==> config.mk <==
export PLATFORM = sky130hd
export DESIGN_NAME = output_allocator_flat
export DESIGN_NICKNAME = d
export VERILOG_FILES = /design/src/rtl/output_allocator_pkg.sv /design/src/rtl/output_allocator_if.sv /design/src/rtl/output_allocator_rr_arbiter.sv /design/src/rtl/output_allocator.sv /design/src/flat_wrapper.sv
export SDC_FILE = /design/constraint.sdc
export NUM_CORES = 1
export LEC_CHECK = 0
export BUFFER_PORTS_ARGS = -buffer_cell sky130_fd_sc_hd__clkbuf_2
export CAP_MARGIN = 20
export CORE_MARGIN = 1.5
export CORE_UTILIZATION = 33
export CTS_CLUSTER_SIZE = 24
export DETAILED_ROUTE_END_ITERATION = 10
export GPL_TIMING_DRIVEN = 0
export PLACE_DENSITY = 0.66
export SLEW_MARGIN = 40
export SYNTH_ARGS = -nofsm -noshare
export SYNTH_HDL_FRONTEND = slang
export SYNTH_SLANG_ARGS = --single-unit
export TNS_END_PERCENT = 1
==> constraint.sdc <==
create_clock -name clk -period 2.63 [get_ports clk]
set_clock_uncertainty 0.1 [all_clocks]
set_input_delay 0.526 -clock clk [delete_from_list [all_inputs] [get_ports clk]]
set_output_delay 0.526 -clock clk [all_outputs]
set_load 0.05 [all_outputs]
==> src/rtl/output_allocator_pkg.sv <==
// Shared NoC definitions for the output allocator: FSM state encoding and
// width helpers used by the allocator, its interface and its arbiter.
package output_allocator_pkg;

   typedef enum logic {
      IDLE   = 1'b0,
      LOCKED = 1'b1
   } alloc_state_t;

   // Counter width able to hold 0..depth inclusive.
   function automatic int credit_w(input int depth);
      return $clog2(depth + 1);
   endfunction

   function automatic int sel_w(input int n);
      return (n > 1) ? $clog2(n) : 1;
   endfunction

endpackage

==> src/rtl/output_allocator_if.sv <==
// Flit handshake between the input ports and one output allocator:
// per-input requests/tails and credit return in, grants and flit valid out.
interface output_allocator_if
   import output_allocator_pkg::*;
#(
   parameter int NUM_INPUTS = 2
);

   localparam int SEL_W = sel_w(NUM_INPUTS);

   logic [NUM_INPUTS-1:0] req;
   logic [NUM_INPUTS-1:0] is_tail;
   logic                  credit_in;
   logic [NUM_INPUTS-1:0] grant;
   logic [SEL_W-1:0]      sel;
   logic                  send_out;

   modport master (
      output req, is_tail, credit_in,
      input  grant, sel, send_out
   );

   modport slave (
      input  req, is_tail, credit_in,
      output grant, sel, send_out
   );

endinterface

==> src/rtl/output_allocator_rr_arbiter.sv <==
// Combinational round-robin pick: first asserted request at or after rr_ptr,
// wrapping, returned as a one-hot grant plus its index.
module rr_arbiter
   import output_allocator_pkg::*;
#(
   parameter int NUM_INPUTS = 2
) (
   input  logic [NUM_INPUTS-1:0]          req,
   input  logic [sel_w(NUM_INPUTS)-1:0]   rr_ptr,
   output logic [NUM_INPUTS-1:0]          gnt,
   output logic [sel_w(NUM_INPUTS)-1:0]   idx
);

   localparam int SEL_W = sel_w(NUM_INPUTS);

   always_comb begin
      int   j;
      logic found;
      gnt   = '0;
      idx   = '0;
      found = 1'b0;
      j     = 0;
      for (int k = 0; k < NUM_INPUTS; k++) begin
         j = int'(rr_ptr) + k;
         if (j >= NUM_INPUTS) j = j - NUM_INPUTS;
         if (!found && req[j]) begin
            found  = 1'b1;
            gnt[j] = 1'b1;
            idx    = SEL_W'(j);
         end
      end
   end

endmodule

==> src/rtl/output_allocator.sv <==
// Credit-based output allocator: round-robin among inputs between packets,
// locked to one owner for the duration of a multi-flit packet.
module output_allocator
   import output_allocator_pkg::*;
#(
   parameter int NUM_INPUTS        = 2,
   parameter int FLIT_BUFFER_DEPTH = 4
) (
   input  logic                                   clk,
   input  logic                                   rst_n,
   output_allocator_if.slave                      bus,
   output logic                                   locked,
   output logic [credit_w(FLIT_BUFFER_DEPTH)-1:0] credit_count,
   output logic                                   credit_overflow
);

   localparam int              SEL_W = sel_w(NUM_INPUTS);
   localparam int              CW    = credit_w(FLIT_BUFFER_DEPTH);
   localparam logic [CW-1:0]   FULL  = CW'(FLIT_BUFFER_DEPTH);

   alloc_state_t          state, state_n;
   logic [SEL_W-1:0]      owner, owner_n;
   logic [SEL_W-1:0]      rr_ptr, rr_ptr_n;
   logic [NUM_INPUTS-1:0] arb_gnt;
   logic [SEL_W-1:0]      arb_idx;

   function automatic logic [SEL_W-1:0] wrap_inc(input logic [SEL_W-1:0] i);
      if (int'(i) >= NUM_INPUTS - 1) return '0;
      return i + SEL_W'(1);
   endfunction

   rr_arbiter #(.NUM_INPUTS(NUM_INPUTS)) u_rr_arbiter (
      .req    (bus.req),
      .rr_ptr (rr_ptr),
      .gnt    (arb_gnt),
      .idx    (arb_idx)
   );

   // Grant is combinational from registered credit, so a returned credit
   // can only be spent from the following cycle on.
   always_comb begin
      bus.grant    = '0;
      bus.sel      = '0;
      state_n      = state;
      owner_n      = owner;
      rr_ptr_n     = rr_ptr;
      if (rst_n && (credit_count != '0)) begin
         if (state == IDLE) begin
            bus.grant = arb_gnt;
            bus.sel   = arb_idx;
         end else if (bus.req[owner]) begin
            bus.grant[owner] = 1'b1;
            bus.sel          = owner;
         end
      end
      bus.send_out = |bus.grant;
      if (bus.send_out) begin
         if (bus.is_tail[bus.sel]) begin
            state_n  = IDLE;
            rr_ptr_n = wrap_inc(bus.sel);
         end else if (state == IDLE) begin
            state_n = LOCKED;
            owner_n = bus.sel;
         end
      end
   end

   always_ff @(posedge clk) begin
      if (!rst_n) begin
         state           <= IDLE;
         owner           <= '0;
         rr_ptr          <= '0;
         credit_count    <= FULL;
         credit_overflow <= 1'b0;
      end else begin
         state  <= state_n;
         owner  <= owner_n;
         rr_ptr <= rr_ptr_n;
         case ({bus.send_out, bus.credit_in})
            2'b10:   credit_count <= credit_count - CW'(1);
            2'b01: begin
               if (credit_count == FULL) credit_overflow <= 1'b1;
               else                      credit_count    <= credit_count + CW'(1);
            end
            default: ;
         endcase
      end
   end

   assign locked = (state == LOCKED);

endmodule
==> src/flat_wrapper.sv <==
// flat-port wrapper written by rule: the top's interface ports become plain ports
module output_allocator_flat import output_allocator_pkg::*;
#(
   parameter int NUM_INPUTS        = 2,
   parameter int FLIT_BUFFER_DEPTH = 4
)
  (clk, rst_n, locked, credit_count, credit_overflow, bus_req, bus_is_tail, bus_credit_in, bus_grant, bus_sel, bus_send_out);
  output_allocator_if #(.NUM_INPUTS(NUM_INPUTS)) bus_i ();
  input  logic clk;
  input  logic rst_n;
  output logic locked;
  output logic [credit_w(FLIT_BUFFER_DEPTH)-1:0] credit_count;
  output logic credit_overflow;
  input wire logic [$bits(bus_i.req)-1:0] bus_req;
  input wire logic [$bits(bus_i.is_tail)-1:0] bus_is_tail;
  input wire logic [$bits(bus_i.credit_in)-1:0] bus_credit_in;
  output wire logic [$bits(bus_i.grant)-1:0] bus_grant;
  output wire logic [$bits(bus_i.sel)-1:0] bus_sel;
  output wire logic [$bits(bus_i.send_out)-1:0] bus_send_out;
  assign bus_i.req = bus_req;
  assign bus_i.is_tail = bus_is_tail;
  assign bus_i.credit_in = bus_credit_in;
  assign bus_grant = bus_i.grant;
  assign bus_sel = bus_i.sel;
  assign bus_send_out = bus_i.send_out;
  output_allocator #(.NUM_INPUTS(NUM_INPUTS), .FLIT_BUFFER_DEPTH(FLIT_BUFFER_DEPTH)) u_core (.clk(clk), .rst_n(rst_n), .bus(bus_i), .locked(locked), .credit_count(credit_count), .credit_overflow(credit_overflow));
endmodule
# Word level (Yosys, flattened, before mapping)
# Cells that the tools add are included.
[op_classes]
muxes = 37
div_mod_pow = 0
n_reduce_logical = 13
n_lt_le_gt_ge = 10
n_addsub = 6
n_shift = 0
n_bitwise = 3
n_eq_ne = 4
multipliers = 0
[ops]
columns = ["op", "n"]
rows = [
  ["32-bit by 1-bit >= comparator with 1-bit output, second input constant", 2],
  ["32-bit by 3-bit < comparator with 1-bit output, second input constant", 2],
  ["32-bit two-way mux", 2],
  ["1-bit two-way mux", 25],
  ["2-bit two-way mux", 5],
  ["3-bit case mux with 2 select lines", 1],
  ["2-bit AND reduction", 3],
  ["1-bit logical AND", 5],
  ["1-bit by 2-bit < comparator with 1-bit output, second input constant", 2],
  ["3-bit by 1-bit adder with 3-bit output, second input constant", 1],
  ["1-bit demux with 1-bit select", 3],
  ["3-bit equality test, second input constant", 1],
  ["3-bit two-way mux", 1],
  ["3-bit AND reduction", 1],
  ["3-bit nonzero test", 1],
  ["1-bit by 2-bit subtractor with 3-bit output, second input constant", 1],
  ["2-bit by 2-bit subtractor with 3-bit output, second input constant", 1],
  ["3-bit by 1-bit subtractor with 3-bit output, second input constant", 1],
  ["1-bit by 1-bit adder with 2-bit output, second input constant", 1],
  ["2-bit by 1-bit equality test with 1-bit output, second input constant", 1],
  ["2-bit equality test, second input constant", 1],
  ["1-bit >= comparator, second input constant", 2],
  ["1-bit by 2-bit >= comparator with 1-bit output, second input constant", 1],
  ["2-bit >= comparator, second input constant", 1],
  ["other kinds (7)", 8],
]
[word_totals]
ram_bits = 0
word_cells = 78
inputBits = 7
rom_bits = 0
latchBits = 0
regBits = 7
memories = 0
out_inout_bits = 9

# Logic depth before layout (Yosys ltp)
[depth]
ltp_word = 16
depth_mapped = 7
ltp_nobuf = 7

# Hierarchy
# A second synthesis with hierarchy kept.
[hier_totals]
hier_cells = 71
area_unflattened_um2 = 554.3
[modules_own_cells]
columns = ["mod", "cells_each", "area_per_inst_um2", "seq_area_each_um2", "instances"]
rows = [
  ["output_allocator", 67, 524.3, 140.1, 1],
  ["rr_arbiter", 4, 30.0, 0.0, 1],
]

# Worst setup path before layout
# No wires, ideal clock.
[synth_timing]
kind = "reg-to-output"
start = "reg u_core.credit_count[1]"
end = "out bus_grant[1]"
path_slack_ps = -490
n_path_buf = 0
arrival_ps = 2494
t_required_ps = 2004
path_stages_with_launch = 3
cell_sequence = "dfxtp_1 > o31ai_4 > nor4_1"
[synth_via]
elab_chain_len = 3
[synth_rtl]
columns = ["item", "line", "source"]
rows = [
  ["start: declaration", "output_allocator.sv:13", "output logic [credit_w(FLIT_BUFFER_DEPTH)-1:0] credit_count,"],
  ["start signal: assignment", "output_allocator.sv:80", "2'b10: credit_count <= credit_count - CW'(1);"],
  ["start signal: assignment", "output_allocator.sv:83", "else credit_count <= credit_count + CW'(1);"],
  ["3-bit nonzero test", "output_allocator.sv:47", "if (rst_n && (credit_count != '0)) begin"],
  ["1-bit logical AND", "output_allocator.sv:47", ""],
  ["2-bit two-way mux", "output_allocator.sv:47", ""],
  ["end: declaration", "flat_wrapper.sv:17", "output wire logic [$bits(bus_i.grant)-1:0] bus_grant;"],
]
# Every way passes these cells.

# Worst setup path in the final report
[layout_timing]
start = "reg u_core.credit_count[1]"
end = "reg u_core.credit_count[2]"
[layout_via]
elab_chain_len = 7
word_cells_on_any_way = 14
cone_classes = "2 x add/sub; 4 x eq/ne; 3 x mux; 5 x reduce/logical"
[layout_rtl]
columns = ["item", "line", "source"]
rows = [
  ["3-bit nonzero test", "output_allocator.sv:47", ""],
  ["1-bit logical AND", "output_allocator.sv:47", ""],
  ["2-bit two-way mux", "output_allocator.sv:47", ""],
  ["2-bit OR reduction", "output_allocator.sv:56", "bus.send_out = |bus.grant;"],
  ["2-bit by 1-bit equality test with 1-bit output or 2-bit equality test (tied branches)", "output_allocator.sv:79", "case ({bus.send_out, bus.credit_in})"],
  ["2-bit != test (no line) or 2-bit nonzero test (tied branches)", "n/a", ""],
  ["2-bit AND reduction (no line)", "n/a", ""],
]
# Several ways; a longest one is shown, not always the timed one. The select of a mux whose other input is x is not followed.
# A chain may end at the register's enable or synchronous reset.

==> metrics.md <==
| Metric | Value |
|---|---|
| Run status | finished clean |
| Slowest stage delay, CP | approximately 440 ps |
| Period utilization | between 90% and 100% |
| DR vias | between 400 and 500 |
| Worst EP required | roughly 2700 ps |
| Fill cells | approximately 160 |
| Fin. Hold Viols | 0 |
| CTS root buf | clkbuf_4 |
| Slew @ Worst Pin | around 440 ps |
| Total GRT Usage | 13.3% |
| Peak VDD IR | approximately 0.38 mV |
| Clk_lat worst skew | approximately 250 ps |
| Number of nets still failing antenna checks after routing | 0 |
| Mean Syn Cell Area | ~10 um2 |
| Post-Synthesis Net Count | between 60 and 70 |
| TritonCTS buffer count | 3 |
| Fraction of layout cells with a size suffix above 1 | a little over a third |
| P_int | around 280 uW |
| Synth top area cells | dfxtp_1 (26%), mux2i_1 (9.5%), mux2_1 (4.3%), o31ai_4 (4.0%), a211oi_4 (3.8%) |
| Finished Layout Cells | 88 |
| DIE HEIGHT | approximately 43 um |
| Critical Path End Type | register |
| Leakage | approximately 0.00029 uW |
| Largest net degree at the start of global routing | 11 |
| Max Freq | between 400 and 500 MHz |
| Gate power share | about 50% |
| ANT cells | 0 |
| Worst path cell trace | o31ai_4, a211oi_4, nand2b_1, fa_1, and3_1, mux2i_1, mux2_1 |
| Power Density | between 700 and 800 nW/um2 |
| HP Class | reg2reg |
| H-tree depth | 1 |
| Worst setup SP type | register |
| Area used by multi-input combinational logic | between 300 and 400 um2 |
| Congestion Overflow GR | 0 |
| DRT iter0 DRCs | 3 |
| Data arrival, critical path | approximately 2400 ps |
| Post-Synthesis Cell Area | between 500 and 600 um2 |
| Pre-antenna DRT Iters | 2 |
| DRT Wirelength | around 1000 um |
| Leading area contributor after synthesis | dfxtp_1 |
| Synth top area share | between 20% and 30% |
| Core Area | ~1500 um2 |
| FP Rows | 14 |
| Ys Warns | 0 |
| Crit path kind | reg2reg |
| Cells after DPL | between 80 and 90 |
| Final Setup Violations | 0 |
| Mapped Cells | between 50 and 60 |
| Flop pwr share | slightly above 30% |
| CTS tree | done |
| Synth cell types | 33 |
| Minimum clock period after layout | 2370 ps |
| Max-cap violations | 0 |
| Routability cong. | 0.853 |
| Sequential area share after synthesis | approximately a quarter |
| Sw Share | a little under half |
| DIE WIDTH | 43.0 um |
| Vias in the first global route | roughly 440 |
| CTS Hold Bufs | 0 |
| P_sw | approximately 240 uW |
| Crit Path Max Fanout | 7 |
| Dpl hpwl | a little over 800 um |
| Rel. slew slack | a little over two thirds |
| Vias/cell | approximately 5.2 |
| Area of the die | roughly 1900 um2 |
| Slowest cell on the critical path | o31ai_4 |
| Register area | 140 um2 |
| RSZ-0062 raised after global routing | false |
| Seq cells post-synth | 7 |
| Drc violations | 0 |
| First-pass GRT wire length | 1830 um |
| Resized cells post-CTS | 0 |
| Num ports | 16 |
| CTS Buffer Depth | 2 |
| Effective utilization at floorplan | about a third |
| Area grow syn2layout | 24.1% |
| Antenna violations before repair | 0 |
| Post-CTS Repair Setup Buffers | 0 |
| Final Core Density | between 40% and 50% |
| WL/cell | between 10 and 15 um |
| CTS clk-pin slew, worst paths | ~50 ps |
| Setup TNS | 0 ps |
| Final Max Tran Viols | 0 |
| Clk sinks | 7 |
| Final nets | 81 |
| PortBufs | 15 |
| Clock Power Share | a little under a fifth |
==> layer usage <==
metal,part of all wire (%),track usage [%],vias up
met5,0,0,-
met4,0,5.45,0
met3,5.7,5.11,0
met2,47,21.2,14
met1,48,15.8,209
li1,-,-,235
==> area by class of cell <==
type / count / share of cell area [%]
sequential: 7 / 21.3
timing repair buffer: 15 / 11.4
tap: 16 / 3.05
multi-input combinational: 41 / 55.0
inverter: 3 / 1.71
buffer: 2 / 3.43
clock buffer: 4 / 4.00
==> worst max-delay path: cells and delay by family, from the launching register on <==
family / cells / cell delay, ps
compound gates: 2 / 580
simple gates: 2 / 360
fa+ha+maj: 1 / 390
mux: 2 / 460
flops: 1 / 370
==> power groups by stage <==
stage,Combinational (uW),Sequential (uW),Clock (uW)
after detailed placement,267,162,0
after floorplan,154,220,0
after global routing,288,165,112
after CTS,268,160,105
after global placement,264,162,0
final,265,159,99.2
==> through the flow <==
| step | hold WS, ps | power (uW) | cell area (um2) | worst slack, ps |
|---|---|---|---|---|
| finish | 368 | 523 | 657 | 256 |
| global route | 404 | 565 | 657 | 97.3 |
| detailed placement | 360 | 429 | 631 | 166 |
| CTS | 375 | 534 | 657 | 227 |
| global placement | 351 | 426 | 631 | 179 |
| floorplan | 362 | 374 | 536 | -145 |
==> cells by family (layout without fill, tap and decap cells) <==
| kind of cell | count (synthesis) | in the layout | synth area share (%) |
|---|---|---|---|
| AND/OR/NAND/NOR | 23 | 23 | 28.6 |
| AO/OA/AOI/OAI | 9 | 9 | 19.4 |
| multiplexers | 7 | 7 | 13.7 |
| flip-flops | 7 | 7 | 26.5 |
| buffers and inverters | 5 | 24 | 6.38 |
| adder cells (fa/ha/maj) | 1 | 1 | 3.78 |
| XOR/XNOR | 1 | 1 | 1.66 |
==> synth_stat cells <==
library cell and instances:
dfxtp_1 7, xnor2_1 1, nor3b_2 1, dlygate4sd1_1 1, a31oi_1 1, nor3_1 1
nand2b_1 2, nor2_1 3, a211oi_4 1, or2b_1 1, and3_1 1, or3b_1 1
o31ai_4 1, inv_1 3, and2_1 1, and2b_4 1, nand2_1 5, nor4_2 1
nor4_1 1, a211oi_1 1, a2111oi_2 1, mux2_1 2, nor3b_1 1, a22oi_1 1
fa_1 1, or4b_1 1, nand3b_1 1, o21a_1 1, clkbuf_8 1, o31ai_1 1
and3b_1 1, a32o_1 1, mux2i_1 5
==> sequential cells by signal, indices dropped and copies added, names as in the netlist <==
register	flops
u_core.credit_count	3
u_core.credit_overflow	1
u_core.locked	1
u_core.owner	1
u_core.rr_ptr	1
==> cells in the final DEF (no fill, tap or decap), drive strengths merged, types with 3 or more instances in the layout <==
master	count
clkbuf	20
dfxtp	7
inv	3
mux2i	5
nand2	5
nor2	3
==> final timing paths <==
path	startpoint	endpoint	slack (ps)	cells past startpoint
worst max register to register	u_core.credit_count[1]	u_core.credit_count[2]	260	7
worst max-delay path	u_core.credit_count[1]	u_core.credit_count[2]	260	7
worst min-delay path	u_core.credit_overflow	u_core.credit_overflow	370	1
worst min register to register	u_core.credit_overflow	u_core.credit_overflow	370	1
Power figures use the tool's default switching activity.
